==> config.mk <==
export PLATFORM = sky130hd
export DESIGN_NAME = counter_updown_mod_flat
export DESIGN_NICKNAME = d
export VERILOG_FILES = /design/src/rtl/counter_updown_mod_if.sv /design/src/rtl/counter_updown_mod.sv /design/src/flat_wrapper.sv
export SDC_FILE = /design/constraint.sdc
export NUM_CORES = 1
export LEC_CHECK = 0
export BUFFER_PORTS_ARGS = -buffer_cell sky130_fd_sc_hd__buf_2
export CAP_MARGIN = 20
export CORE_AREA = 2 2 39 41
export DETAILED_ROUTE_END_ITERATION = 8
export DIE_AREA = 0 0 41 43
export GPL_TIMING_DRIVEN = 0
export MAX_ROUTING_LAYER = met4
export PLACE_DENSITY = 0.54
export SYNTH_ARGS = -nofsm -noshare
export SYNTH_HDL_FRONTEND = slang
export SYNTH_SLANG_ARGS = --single-unit
export TNS_END_PERCENT = 20
==> constraint.sdc <==
create_clock -name clock -period 4.7 [get_ports clock]
set_input_delay 0.235 -clock clock [delete_from_list [all_inputs] [get_ports clock]]
set_output_delay 0.235 -clock clock [all_outputs]
set_load 0.1 [all_outputs]
==> src/rtl/counter_updown_mod_if.sv <==
// -----------------------------------------------------------------------------
// counter_updown_mod_if
// Control/status bundle for one counter_updown_mod stage.
//   master : drives enable, load, load_value, mode; observes counter, dir, tc, wrap
//   slave  : the counter itself (opposite directions)
// Signals:
//   enable      count enable
//   load        synchronous parallel load (priority over enable)
//   load_value  value applied on load (N bits)
//   mode        00 up, 01 down, 10 hold, 11 ping-pong
//   counter     registered count value (N bits)
//   dir         registered ping-pong direction (0 up, 1 down)
//   tc          combinational terminal-count flag
//   wrap        registered one-cycle wrap / turn-around pulse
// -----------------------------------------------------------------------------
interface counter_updown_mod_if #(
  parameter int N = 3
);
  logic         enable;
  logic         load;
  logic [N-1:0] load_value;
  logic [1:0]   mode;
  logic [N-1:0] counter;
  logic         dir;
  logic         tc;
  logic         wrap;

  modport master (
    output enable, load, load_value, mode,
    input  counter, dir, tc, wrap
  );

  modport slave (
    input  enable, load, load_value, mode,
    output counter, dir, tc, wrap
  );
endinterface

==> src/rtl/counter_updown_mod.sv <==
// -----------------------------------------------------------------------------
// counter_updown_mod
// Parametrised N-bit modulo counter (sequence 0..MOD-1) with count enable,
// synchronous clamped parallel load, up/down/hold direction and an optional
// ping-pong (triangle) mode. Provides a combinational terminal-count flag (tc)
// for cascading and a registered one-cycle wrap pulse.
//
// Compile-time option: define COUNTER_PINGPONG_EN to make mode 11 a ping-pong
// counter with a direction register. Without it, mode 11 behaves as mode 00
// and dir is tied to 0.
//
// Ports:
//   clock  in   rising-edge clock
//   reset  in   synchronous active-high reset
//   bus    slave modport of counter_updown_mod_if (enable, load, load_value,
//          mode in; counter, dir, tc, wrap out)
// Parameters:
//   N    counter width, 1..32
//   modulus parameter (MOD), 2..2**N, defaults to 2**N
// -----------------------------------------------------------------------------
module counter_updown_mod #(
  parameter int     N   = 3,
  parameter longint MOD = 64'sd1 << N
) (
  input  logic                    clock,
  input  logic                    reset,
  counter_updown_mod_if.slave     bus
);

  // Elaboration-time legality checks
  if (N < 32'sd1 || N > 32'sd32) begin : g_bad_n
    $error("counter_updown_mod: N out of range 1..32");
  end
  if (MOD < 64'sd2 || MOD > (64'sd1 << N)) begin : g_bad_mod
    $error("counter_updown_mod: MOD out of range 2..2**N");
  end

  // All next-state arithmetic is one bit wider so MOD = 2**N never truncates.
  localparam logic [N:0] LAST = (N+1)'(MOD - 64'sd1);
  localparam logic [N:0] ONE  = (N+1)'(1);
  localparam logic [N:0] ZERO = (N+1)'(0);

  logic [N-1:0] counter_q, counter_d;
  logic         wrap_q, wrap_d;
  logic         dir_s;
  logic         tc_s;
  logic [N:0]   cnt_ext_s;
  logic [N:0]   inc_s;
  logic [N:0]   dec_s;
  logic [N:0]   lv_ext_s;
  logic         at_last_s;
  logic         at_zero_s;

`ifdef COUNTER_PINGPONG_EN
  logic         dir_q, dir_d;
  logic [N:0]   pp_turn_dn_s;
  assign dir_s        = dir_q;
  assign pp_turn_dn_s = LAST - ONE;
`else
  assign dir_s = 1'b0;
`endif

  assign cnt_ext_s = {1'b0, counter_q};
  assign lv_ext_s  = {1'b0, bus.load_value};
  assign inc_s     = cnt_ext_s + ONE;
  assign dec_s     = cnt_ext_s - ONE;
  assign at_last_s = (cnt_ext_s == LAST);
  assign at_zero_s = (cnt_ext_s == ZERO);

  // Next-state selection: load > enabled step > hold
  always_comb begin
    counter_d = counter_q;
    wrap_d    = 1'b0;
`ifdef COUNTER_PINGPONG_EN
    dir_d     = dir_q;
`endif
    if (bus.load) begin
      // Out-of-range load values clamp to the top of the sequence.
      if (lv_ext_s > LAST) begin
        counter_d = LAST[N-1:0];
      end else begin
        counter_d = bus.load_value;
      end
    end else if (bus.enable) begin
      case (bus.mode)
        2'b00: begin
          if (at_last_s) begin
            counter_d = ZERO[N-1:0];
            wrap_d    = 1'b1;
          end else begin
            counter_d = inc_s[N-1:0];
          end
        end
        2'b01: begin
          if (at_zero_s) begin
            counter_d = LAST[N-1:0];
            wrap_d    = 1'b1;
          end else begin
            counter_d = dec_s[N-1:0];
          end
        end
        2'b11: begin
`ifdef COUNTER_PINGPONG_EN
          if (!dir_q) begin
            if (at_last_s) begin
              counter_d = pp_turn_dn_s[N-1:0];
              dir_d     = 1'b1;
              wrap_d    = 1'b1;
            end else begin
              counter_d = inc_s[N-1:0];
            end
          end else begin
            if (at_zero_s) begin
              counter_d = ONE[N-1:0];
              dir_d     = 1'b0;
              wrap_d    = 1'b1;
            end else begin
              counter_d = dec_s[N-1:0];
            end
          end
`else
          // Without ping-pong support mode 11 is a plain up counter.
          if (at_last_s) begin
            counter_d = ZERO[N-1:0];
            wrap_d    = 1'b1;
          end else begin
            counter_d = inc_s[N-1:0];
          end
`endif
        end
        default: begin
          counter_d = counter_q;
          wrap_d    = 1'b0;
        end
      endcase
    end else begin
      counter_d = counter_q;
      wrap_d    = 1'b0;
    end
  end

  // Terminal count: high when the next enabled edge will wrap or turn around
  always_comb begin
    tc_s = 1'b0;
    case (bus.mode)
      2'b00:   tc_s = bus.enable && at_last_s;
      2'b01:   tc_s = bus.enable && at_zero_s;
`ifdef COUNTER_PINGPONG_EN
      2'b11:   tc_s = bus.enable && (dir_s ? at_zero_s : at_last_s);
`else
      2'b11:   tc_s = bus.enable && at_last_s;
`endif
      default: tc_s = 1'b0;
    endcase
  end

  // State registers with synchronous reset
  always_ff @(posedge clock) begin
    if (reset) begin
      counter_q <= '0;
      wrap_q    <= 1'b0;
`ifdef COUNTER_PINGPONG_EN
      dir_q     <= 1'b0;
`endif
    end else begin
      counter_q <= counter_d;
      wrap_q    <= wrap_d;
`ifdef COUNTER_PINGPONG_EN
      dir_q     <= dir_d;
`endif
    end
  end

  assign bus.counter = counter_q;
  assign bus.wrap    = wrap_q;
  assign bus.dir     = dir_s;
  assign bus.tc      = tc_s;

endmodule

==> src/flat_wrapper.sv <==
// flat-port wrapper written by rule: the top's interface ports become plain ports
module counter_updown_mod_flat 
#(
  parameter int     N   = 3,
  parameter longint MOD = 64'sd1 << N
)
  (clock, reset, bus_enable, bus_load, bus_load_value, bus_mode, bus_counter, bus_dir, bus_tc, bus_wrap);
  counter_updown_mod_if #(.N(N)) bus_i ();
  input  logic clock;
  input  logic reset;
  input wire logic [$bits(bus_i.enable)-1:0] bus_enable;
  input wire logic [$bits(bus_i.load)-1:0] bus_load;
  input wire logic [$bits(bus_i.load_value)-1:0] bus_load_value;
  input wire logic [$bits(bus_i.mode)-1:0] bus_mode;
  output wire logic [$bits(bus_i.counter)-1:0] bus_counter;
  output wire logic [$bits(bus_i.dir)-1:0] bus_dir;
  output wire logic [$bits(bus_i.tc)-1:0] bus_tc;
  output wire logic [$bits(bus_i.wrap)-1:0] bus_wrap;
  assign bus_i.enable = bus_enable;
  assign bus_i.load = bus_load;
  assign bus_i.load_value = bus_load_value;
  assign bus_i.mode = bus_mode;
  assign bus_counter = bus_i.counter;
  assign bus_dir = bus_i.dir;
  assign bus_tc = bus_i.tc;
  assign bus_wrap = bus_i.wrap;
  counter_updown_mod #(.N(N), .MOD(MOD)) u_core (.clock(clock), .reset(reset), .bus(bus_i));
endmodule
==> impl_metrics.py, run 1 <==
metrics = {
    "synthesis": {
        "syn-cell-area_um2": 387.9,
        "yosysTopAreaCell": "ha_1",
        "synth-seq-area-share_pct": 20.65,
        "ys_warn_count": 0,
        "ys_types": 24,
        "synth.ff_latch_count": 4,
        "synth_top_area_share_pct": 22.58,
        "syn_area_per_cell_um2": 8.815,
        "synth_area_leaders": "ha_1, dfxtp_1, mux2i_1",
        "synthCells": 44,
        "syn-num-nets": 60,
    },
    "sta": {
        "drv_slew": 0,
        "timing.final.crit_share_pct": 45.23,
        "fin_hold_ws_ns": 0.2172,
        "hold_viol": 0,
        "finalClockSkew_ns": 0.006425,
        "min_period_ns": 2.126,
        "fin_setup_tns_ns": 0,
        "setup_violations": 0,
        "max_freq_mhz": 470.4,
        "grt_setup_unrepaired": "false",
    },
    "route": {
        "antenna_violating_nets_post_route": 0,
        "dr.pass1.iters": 2,
        "wire_per_inst_um": 10.23,
        "drc": 0,
        "routed_via_density": 4.840,
        "wl_um": 767,
        "num_vias": 363,
        "drt_iter0_markers": 3,
    },
    "floorplanning": {
        "io_pins": 15,
        "die_height_um": 43,
        "die_area_um2": 1763,
        "die_w_um": 41,
        "core_area_um2": 1384,
        "placementRows": 14,
        "initial_utilization_pct": 28.03,
    },
    "layout": {
        "post_layout_nonfiller_instances": 75,
        "n_antenna_cell": 0,
        "syn_to_final_growth_pct": 26.45,
        "fill_cells": 156,
        "drive_gt1_share_pct": 32.20,
        "final_nets": 77,
    },
    "clock_tree": {
        "clockRootBuffer": "clkbuf_4",
        "clock_latency_ns": 0.23,
        "cts.sinks": 4,
        "htreeDepth": 1,
        "ctsHoldBuffers": 0,
        "cts_tree": "yes",
        "cts_setup_buffers": 0,
        "ctsResizeCount": 0,
        "cts_buffer_depth": 2,
        "clkTransAtPathRegs_ns": 0.04,
        "cts_buffers": 3,
    },
    "global_route": {
        "grt_usage_pct": 11.61,
        "grt_pass1_wl_um": 1352,
        "first_global_vias": 340,
        "grt_start_max_net_pins": 10,
        "gr-total-overflow": 0,
        "grt_antenna_before_repair": 0,
    },
    "setup_path": {
        "cp_max_fo": 4,
        "arrival_ns": 1.89,
        "worstPathRequired_ns": 4.47,
        "crit_path_start_kind": "register",
        "critPathCaptureType": "primary output",
        "crit_type": "register to primary output",
    },
    "placed_design": {
        "io_buffers": 12,
        "place.gp.congestion": 0.6799,
        "dp.cells": 72,
        "dp_hpwl_um": 646.2,
    },
    "outcome": {
        "status": "complete, no violations",
    },
    "power_and_ir_drop": {
        "vdd_drop_max_v": 0.0001401,
        "p_per_area_nw_per_um2": 301.1,
        "p_leak_uw": 0.0002493,
    },
    "min_path": {
        "hold_path_class": "input port to register",
    },
    "flow_run": {
        "maxCapViolations": 0,
    },
}
-- placed cells by master (no fill, tap or decap) --
cell / n
mux2i_1: 2
nand2_1: 1
nor2b_1: 2
nand4b_1: 1
clkbuf_4: 3
o41ai_1: 1
a221o_1: 1
o21ai_0: 1
and2b_2: 1
clkbuf_1: 1
conb_1: 1
a221oi_1: 2
a21oi_1: 3
buf_2: 12
nand3b_1: 1
or3b_1: 1
or3_1: 1
a221oi_2: 1
dfxtp_1: 4
ha_1: 7
inv_1: 5
nand2b_1: 3
nor2_1: 1
buf_4: 1
a221o_2: 1
nand3_1: 1
-- cell usage after synthesis --
cell type and instances:
nor2_1 1, dfxtp_1 4, inv_1 5, a221oi_1 2, nand4b_1 1, conb_1 1
nand3_1 1, nand2b_1 3, mux2i_1 2, o21ai_0 1, nor2b_1 2, ha_1 7
a221o_1 1, or3b_1 1, a221oi_2 1, nand2_1 1, o41ai_1 1, and2b_2 1
a21oi_1 3, nand3b_1 1, or3_1 1, clkbuf_1 1, buf_4 1, a221o_2 1
-- cell type report --
type / count / area, um2 / area share (%)
repair buffers: 12 / 60.06 / 12.24
clock buffers: 3 / 22.52 / 4.592
flip-flops and latches: 4 / 80.08 / 16.33
multi-input cells: 33 / 277.8 / 56.63
inverters: 5 / 18.77 / 3.827
well taps: 16 / 20.02 / 4.082
plain buffers: 2 / 11.26 / 2.296
-- sequential cells by signal, indices dropped and copies added, names as in the netlist --
signal and cells:
u_core.bus.counter 3, u_core.bus.wrap 1
-- worst max-delay path: stages, from the launching register on --
cell and delay [ns]:
dfxtp_1 0.34, inv_1 0.13, ha_1 0.22, or3b_1 0.38, a21oi_1 0.15, buf_2 0.44
-- worst paths after layout --
path              slack (ns)  depth (start not counted)                     to             startpoint
setup / recovery        2.57                          5                 bus_tc  u_core.bus.counter[0]
hold / removal          0.22                          2  u_core.bus.counter[0]                  reset
setup reg to reg        3.03                          5  u_core.bus.counter[2]  u_core.bus.counter[0]
hold reg to reg         0.54                          2  u_core.bus.counter[1]  u_core.bus.counter[1]
-- logic make-up (layout without fill, tap and decap cells) --
| group | Yosys count | in the layout | synth area share, % |
|---|---|---|---|
| AND/OR/NAND/NOR | 13 | 13 | 21.61 |
| AO/OA/AOI/OAI | 10 | 10 | 21.29 |
| adder cells (fa/ha/maj) | 7 | 7 | 22.58 |
| buffers and inverters | 7 | 22 | 7.742 |
| flip-flops | 4 | 4 | 20.65 |
| multiplexers | 2 | 2 | 5.161 |
| other | 1 | 1 | 0.9668 |
-- metal layers --
layer / GRT usage, % / routed length [um] / vias to the layer above
met2: 14.37 / 345 / 11
met5: - / 0 / -
li1: - / - / 191
met1: 15.71 / 377 / 161
met4: 4.000 / 0 / 0
met3: 6.283 / 44 / 0
-- per-stage QoR --
step	setup slack [ns]	power [uW]	utilization (%)	area, um2
floorplan	1.500	95.19	-	387.9
global placement	2.708	107.8	33.82	467.9
detailed placement	2.713	107.9	33.82	467.9
CTS	2.555	150.4	35.44	490.5
global route	2.430	162.0	35.44	490.5
finish	2.574	147.7	35.44	490.5
-- report_power, final --
part	total, uW	switching, uW	internal, uW
registers	40.7	3.61	37.1
clock network	40.7	12.3	28.4
logic	66.2	46.6	19.6
Note: power is estimated with default switching activity, not from simulation.
==> run 2, diff against run 1 <==
Settings changed: ABC_AREA set to 1, PLACE_DENSITY 0.54 to 0.57.
Clock period 4.7 ns to 1.9 ns, I/O delays scaled along.
==> impl_metrics.py, run 2 <==
metrics = {
    "synthesis": {
        "syn_area_per_cell_um2": 6.102,
        "ys.flop_type": "dfxtp_1",
        "synthCells": 65,
        "yosysMostFrequentCell": "nand2_1",
        "synth_top_area_share_pct": 22.08,
        "synth_edf_count": 0,
        "syn-cell-area_um2": 396.6,
        "synth.ff_latch_count": 4,
        "ys_types": 15,
        "async_flop_share_pct": 0,
        "syn-num-nets": 81,
        "synth_common_cells": "nand2_1, inv_1, nor2_1",
        "synth-seq-area-share_pct": 20.19,
        "yosysTopAreaCell": "ha_1",
        "ys_warn_count": 0,
        "synth_area_leaders": "ha_1, dfxtp_1, nand2_1",
    },
    "floorplanning": {
        "io_pins": 15,
        "die_w_um": 41,
        "initial_utilization_pct": 28.66,
        "die_area_um2": 1763,
        "core_area_um2": 1384,
        "placementRows": 14,
        "die_height_um": 43,
    },
    "layout": {
        "fin_util_pct": 42.22,
        "n_antenna_cell": 0,
        "largest_reg_flops": 3,
        "fill_cells": 153,
        "final_nets": 99,
        "finalInstanceArea_um2": 584.3,
        "final_cell_mix": "nand2_1, buf_2, inv_1",
        "drive_gt1_share_pct": 37.80,
        "final_common_cell": "nand2_1",
        "syn_to_final_growth_pct": 47.32,
    },
    "setup_path": {
        "cp_max_fo": 4,
        "max_stage_delay_ns": 0.45,
        "cp_slowest_cell": "buf_2",
        "arrival_ns": 1.72,
        "critPathCaptureType": "primary output",
        "crit_start": "u_core.bus.counter[0]",
        "ff2ff_setup_slack_ns": 0.70,
        "path_cells": "inv_4 -> ha_4 -> inv_2 -> nor2_2 -> nand2_1 -> a211oi_4 -> buf_2",
        "crit_type": "register to primary output",
        "worstRegToRegCells": 7,
        "crit_path_start_kind": "register",
        "r2r-start": "u_core.bus.counter[0]",
        "worstPathRequired_ns": 1.80,
        "r2r-end": "u_core.bus.counter[1]",
    },
    "route": {
        "drt_iter0_markers": 0,
        "wire_per_inst_um": 8.602,
        "routed_via_density": 4.286,
        "dr.pass1.iters": 1,
        "antenna_violating_nets_post_route": 0,
        "drc": 0,
        "wl_um": 843,
        "num_vias": 420,
    },
    "min_path": {
        "min_path_cells": 2,
        "holdPathEnd": "u_core.bus.counter[2]",
        "hold_start": "reset",
        "hold_path_class": "input port to register",
    },
    "clock_tree": {
        "ctsResizeCount": 0,
        "clock_latency_ns": 0.23,
        "cts_buffers": 3,
        "clockRootBuffer": "clkbuf_4",
        "cts.sinks": 4,
        "ctsHoldBuffers": 0,
        "cts_buffer_depth": 2,
        "htreeDepth": 1,
        "cts_setup_buffers": 0,
        "cts_tree": "yes",
        "clkTransAtPathRegs_ns": 0.04,
    },
    "global_route": {
        "grt_pass1_wl_um": 1400,
        "grt_antenna_before_repair": 0,
        "grt_start_max_net_pins": 8,
        "gr-total-overflow": 0,
        "use_met3_pct": 7.853,
        "use_met2_pct": 17.19,
        "use_met1_pct": 15.11,
        "grt_usage_pct": 12.04,
        "first_global_vias": 356,
        "busiest_layer": "met2",
    },
    "placed_design": {
        "placed_area_um2": 558.0,
        "dp_hpwl_um": 724.4,
        "place.gp.congestion": 0.8138,
        "io_buffers": 13,
    },
    "power_and_ir_drop": {
        "swShare_pct": 45.15,
        "power_uw": 409.0,
        "p_int_uw": 224.3,
        "p_leak_uw": 0.0003231,
        "power_frac_comb_pct": 46.0,
        "vdd_drop_max_v": 0.0005969,
        "clock_power_share_pct": 27.7,
        "power.switching_uw": 184.6,
        "p_per_area_nw_per_um2": 699.9,
        "p_seq_share_pct": 26.3,
    },
    "sta": {
        "fin_hold_ws_ns": 0.05411,
        "fin_setup_tns_ns": 0,
        "drv_slew": 0,
        "hold_viol": 0,
        "timing.final.crit_share_pct": 95.42,
        "max_freq_mhz": 551.6,
        "setup_violations": 0,
        "min_period_ns": 1.813,
        "finalClockSkew_ns": 0.007837,
        "grt_setup_unrepaired": "false",
    },
    "outcome": {
        "status": "complete, no violations",
    },
    "flow_run": {
        "maxCapViolations": 0,
    },
}
==> run 2: power groups by stage <==
stage | combinational, uW | sequential, uW | clock [uW]
floorplan | 105 | 159 | 0
global placement | 188 | 109 | 0
detailed placement | 190 | 109 | 0
CTS | 191 | 108 | 120
global route | 206 | 109 | 135
finish | 188 | 107 | 113
==> run 2: worst max-delay path by stage <==
stage	end	slack, ns	cells past startpoint
finish	bus_tc	0.09	7
global route	bus_tc	0.009	7
CTS	bus_tc	0.07	7
detailed placement	bus_tc	0.29	7
global placement	bus_tc	0.29	7
floorplan	bus_tc	-0.005	4
==> run 2: kinds of logic after synthesis <==
family / share of synthesized area, %
AOI/OAI and AO/OA: 11.36
adders and majority gates: 22.08
buffers and inverters: 15.14
DFF: 20.19
other: 0.9455
and+or+nand+nor: 30.29
==> run 2: worst max-delay path, delay by kind of cell, from the launching register on <==
| family | cells | cell delay [ns] |
|---|---|---|
| flip-flops | 1 | 0.36 |
| adder cells (fa/ha/maj) | 1 | 0.12 |
| AND/OR/NAND/NOR | 2 | 0.21 |
| AO/OA/AOI/OAI | 1 | 0.24 |
| buffers and inverters | 3 | 0.55 |
==> run 2: final cells by class <==
type,instances,area [um2],share of cell area [%]
repair buffers,13,65.06,11.13
well taps,16,20.02,3.426
inverters,14,57.56,9.850
plain buffers,1,7.507,1.285
flip-flops and latches,4,91.34,15.63
multi-input cells,46,316.6,54.18
clock buffers,4,26.28,4.497
==> run 2: layer usage <==
metal / vias to the layer above / share of wire (%) / wire length, um
li1: 231 / - / -
met1: 179 / 47 / 398
met2: 10 / 47 / 398
met3: 0 / 5.5 / 46
met4: 0 / 0 / 0
met5: - / 0 / 0
==> run 2: through the flow <==
stage	setup slack [ns]	std cells
floorplan	-0.004873	65
global placement	0.2938	94
detailed placement	0.2945	94
CTS	0.07080	98
global route	0.009260	98
finish	0.08709	98
==> run 3, diff against run 2 <==
--- a/config.mk
+++ b/config.mk
@@ -10,8 +10,8 @@
 export CAP_MARGIN = 20
 export CORE_AREA = 2 2 39 41
+export CTS_CLUSTER_SIZE = 40
 export DETAILED_ROUTE_END_ITERATION = 8
 export DIE_AREA = 0 0 41 43
 export GPL_TIMING_DRIVEN = 0
-export MAX_ROUTING_LAYER = met4
 export PLACE_DENSITY = 0.57
 export SYNTH_ARGS = -nofsm -noshare
==> constraint.sdc (replaced) <==
create_clock -name clock -period 1.9 [get_ports clock]
set_input_delay 0.285 -clock clock [delete_from_list [all_inputs] [get_ports clock]]
set_output_delay 0.285 -clock clock [all_outputs]
set_load 0.1 [all_outputs]
==> impl_metrics.py, run 3 (synthesis gave the netlist of run 2 again) <==
metrics = {
    "clock_tree": {
        "ctsHoldBuffers": 0,
        "clkTransAtPathRegs_ns": 0.04,
        "clockRootBuffer": "clkbuf_4",
        "cts_setup_buffers": 0,
        "cts_tree": "yes",
        "cts_buffers": 3,
        "cts_buffer_depth": 2,
        "cts.sinks": 4,
        "htreeDepth": 1,
        "clock_latency_ns": 0.23,
    },
    "route": {
        "met2_length_um": 402,
        "met1Wirelength_um": 394,
        "num_vias": 423,
        "drc": 0,
        "top_layer_used": "met3",
        "wire_per_inst_um": 8.633,
        "routed_via_density": 4.316,
        "met3_wirelength_um": 49,
        "wl_um": 846,
        "antenna_violating_nets_post_route": 0,
        "dr.pass1.iters": 4,
        "drt_iter0_markers": 3,
    },
    "sta": {
        "hold_viol": 0,
        "max_freq_mhz": 550.1,
        "min_period_ns": 1.818,
        "fin_setup_tns_ns": 0,
        "drv_slew": 0,
        "timing.final.crit_share_pct": 95.68,
        "finalClockSkew_ns": 0.007815,
        "setup_violations": 0,
    },
    "power_and_ir_drop": {
        "power.switching_uw": 185.6,
        "p_per_area_nw_per_um2": 691.9,
        "p_int_uw": 229.0,
        "p_leak_uw": 0.0003261,
        "swShare_pct": 44.77,
        "power_frac_comb_pct": 46.8,
        "power_uw": 414.7,
        "vdd_drop_max_v": 0.0005967,
        "clock_power_share_pct": 27.3,
        "p_seq_share_pct": 25.9,
    },
    "floorplanning": {
        "io_pins": 15,
        "die_w_um": 41,
        "die_area_um2": 1763,
        "initial_utilization_pct": 28.66,
        "core_area_um2": 1384,
        "die_height_um": 43,
        "placementRows": 14,
    },
    "setup_path": {
        "crit_type": "register to primary output",
        "cp_max_fo": 4,
        "arrival_ns": 1.53,
        "cp_slowest_cell": "dfxtp_4",
        "worstPathRequired_ns": 1.62,
        "max_stage_delay_ns": 0.36,
        "critPathCaptureType": "primary output",
        "path_cells": "inv_4 -> ha_4 -> inv_2 -> nor2_2 -> nand2_1 -> a211oi_4 -> buf_12",
        "crit_path_start_kind": "register",
    },
    "global_route": {
        "grt_start_max_net_pins": 8,
        "first_global_vias": 356,
        "gr-total-overflow": 0,
        "grt_pass1_wl_um": 1400,
        "grt_usage_pct": 11.75,
        "grt_antenna_before_repair": 0,
    },
    "layout": {
        "n_antenna_cell": 0,
        "largest_reg_flops": 3,
        "final_common_cell": "nand2_1",
        "syn_to_final_growth_pct": 51.10,
        "drive_gt1_share_pct": 37.80,
        "fill_cells": 154,
        "final_cell_mix": "nand2_1, buf_2, inv_1",
        "final_nets": 99,
    },
    "placed_design": {
        "io_buffers": 13,
        "dp_hpwl_um": 724.4,
        "place.gp.congestion": 0.8021,
    },
    "min_path": {
        "hold_path_class": "input port to register",
    },
    "flow_run": {
        "maxCapViolations": 0,
    },
    "outcome": {
        "status": "complete, no violations",
    },
}
## run 3: metrics by stage
stage	instances	worst slack (ns)	hold WS, ns	instance area [um2]	util [%]
finish	98	0.08201	0.2411	599.3	43.31
global route	98	-0.01236	0.2248	599.3	43.31
CTS	98	0.009534	0.2393	586.8	42.41
detailed placement	94	-0.08549	0.4926	558.0	40.33
global placement	94	-0.08616	0.4940	558.0	40.33
floorplan	65	-0.1949	0.3444	473.0	-
## run 3: metal layers
metal  up-vias  track usage, %
li1        232               -
met1       181           15.11
met2        10           17.19
met3         0           7.853
met4         0               0
met5         -               0
## run 3: final timing paths
check                           depth (start not counted)  slack [ns]                     to             startpoint
worst min register to register                          2        0.52  u_core.bus.counter[0]  u_core.bus.counter[0]
worst max-delay path                                    7        0.08                 bus_tc  u_core.bus.counter[0]
worst max register to register                          7        0.71  u_core.bus.counter[1]  u_core.bus.counter[0]
worst min-delay path                                    2        0.24  u_core.bus.counter[2]                  reset
## run 3: area by class of cell
class | instances | area, um2 | share of cell area, %
flip-flops and latches | 4 | 91.34 | 15.24
multi-input cells | 46 | 316.6 | 52.82
repair buffers | 13 | 80.08 | 13.36
clock buffers | 4 | 26.28 | 4.384
inverters | 14 | 57.56 | 9.603
plain buffers | 1 | 7.507 | 1.253
well taps | 16 | 20.02 | 3.340
## run 3: power by group through the flow
stage	combinational [uW]	sequential, uW	clock [uW]
floorplan	105	159	0
global placement	188	109	0
detailed placement	190	109	0
CTS	192	108	120
global route	213	109	135
finish	194	107	113
## run 3: critical path, delay by kind of cell, from the launching register on
| kind | cells | cell delay, ns |
|---|---|---|
| simple gates | 2 | 0.21 |
| buf+inv | 3 | 0.31 |
| flops | 1 | 0.36 |
| compound gates | 1 | 0.29 |
| fa+ha+maj | 1 | 0.12 |
## run 3: repair_timing
action                     4_1_cts  5_1_grt
pin swaps                        0        0
gates resized for setup          1        3
setup endpoints to repair        1        1
cloned                           0        0
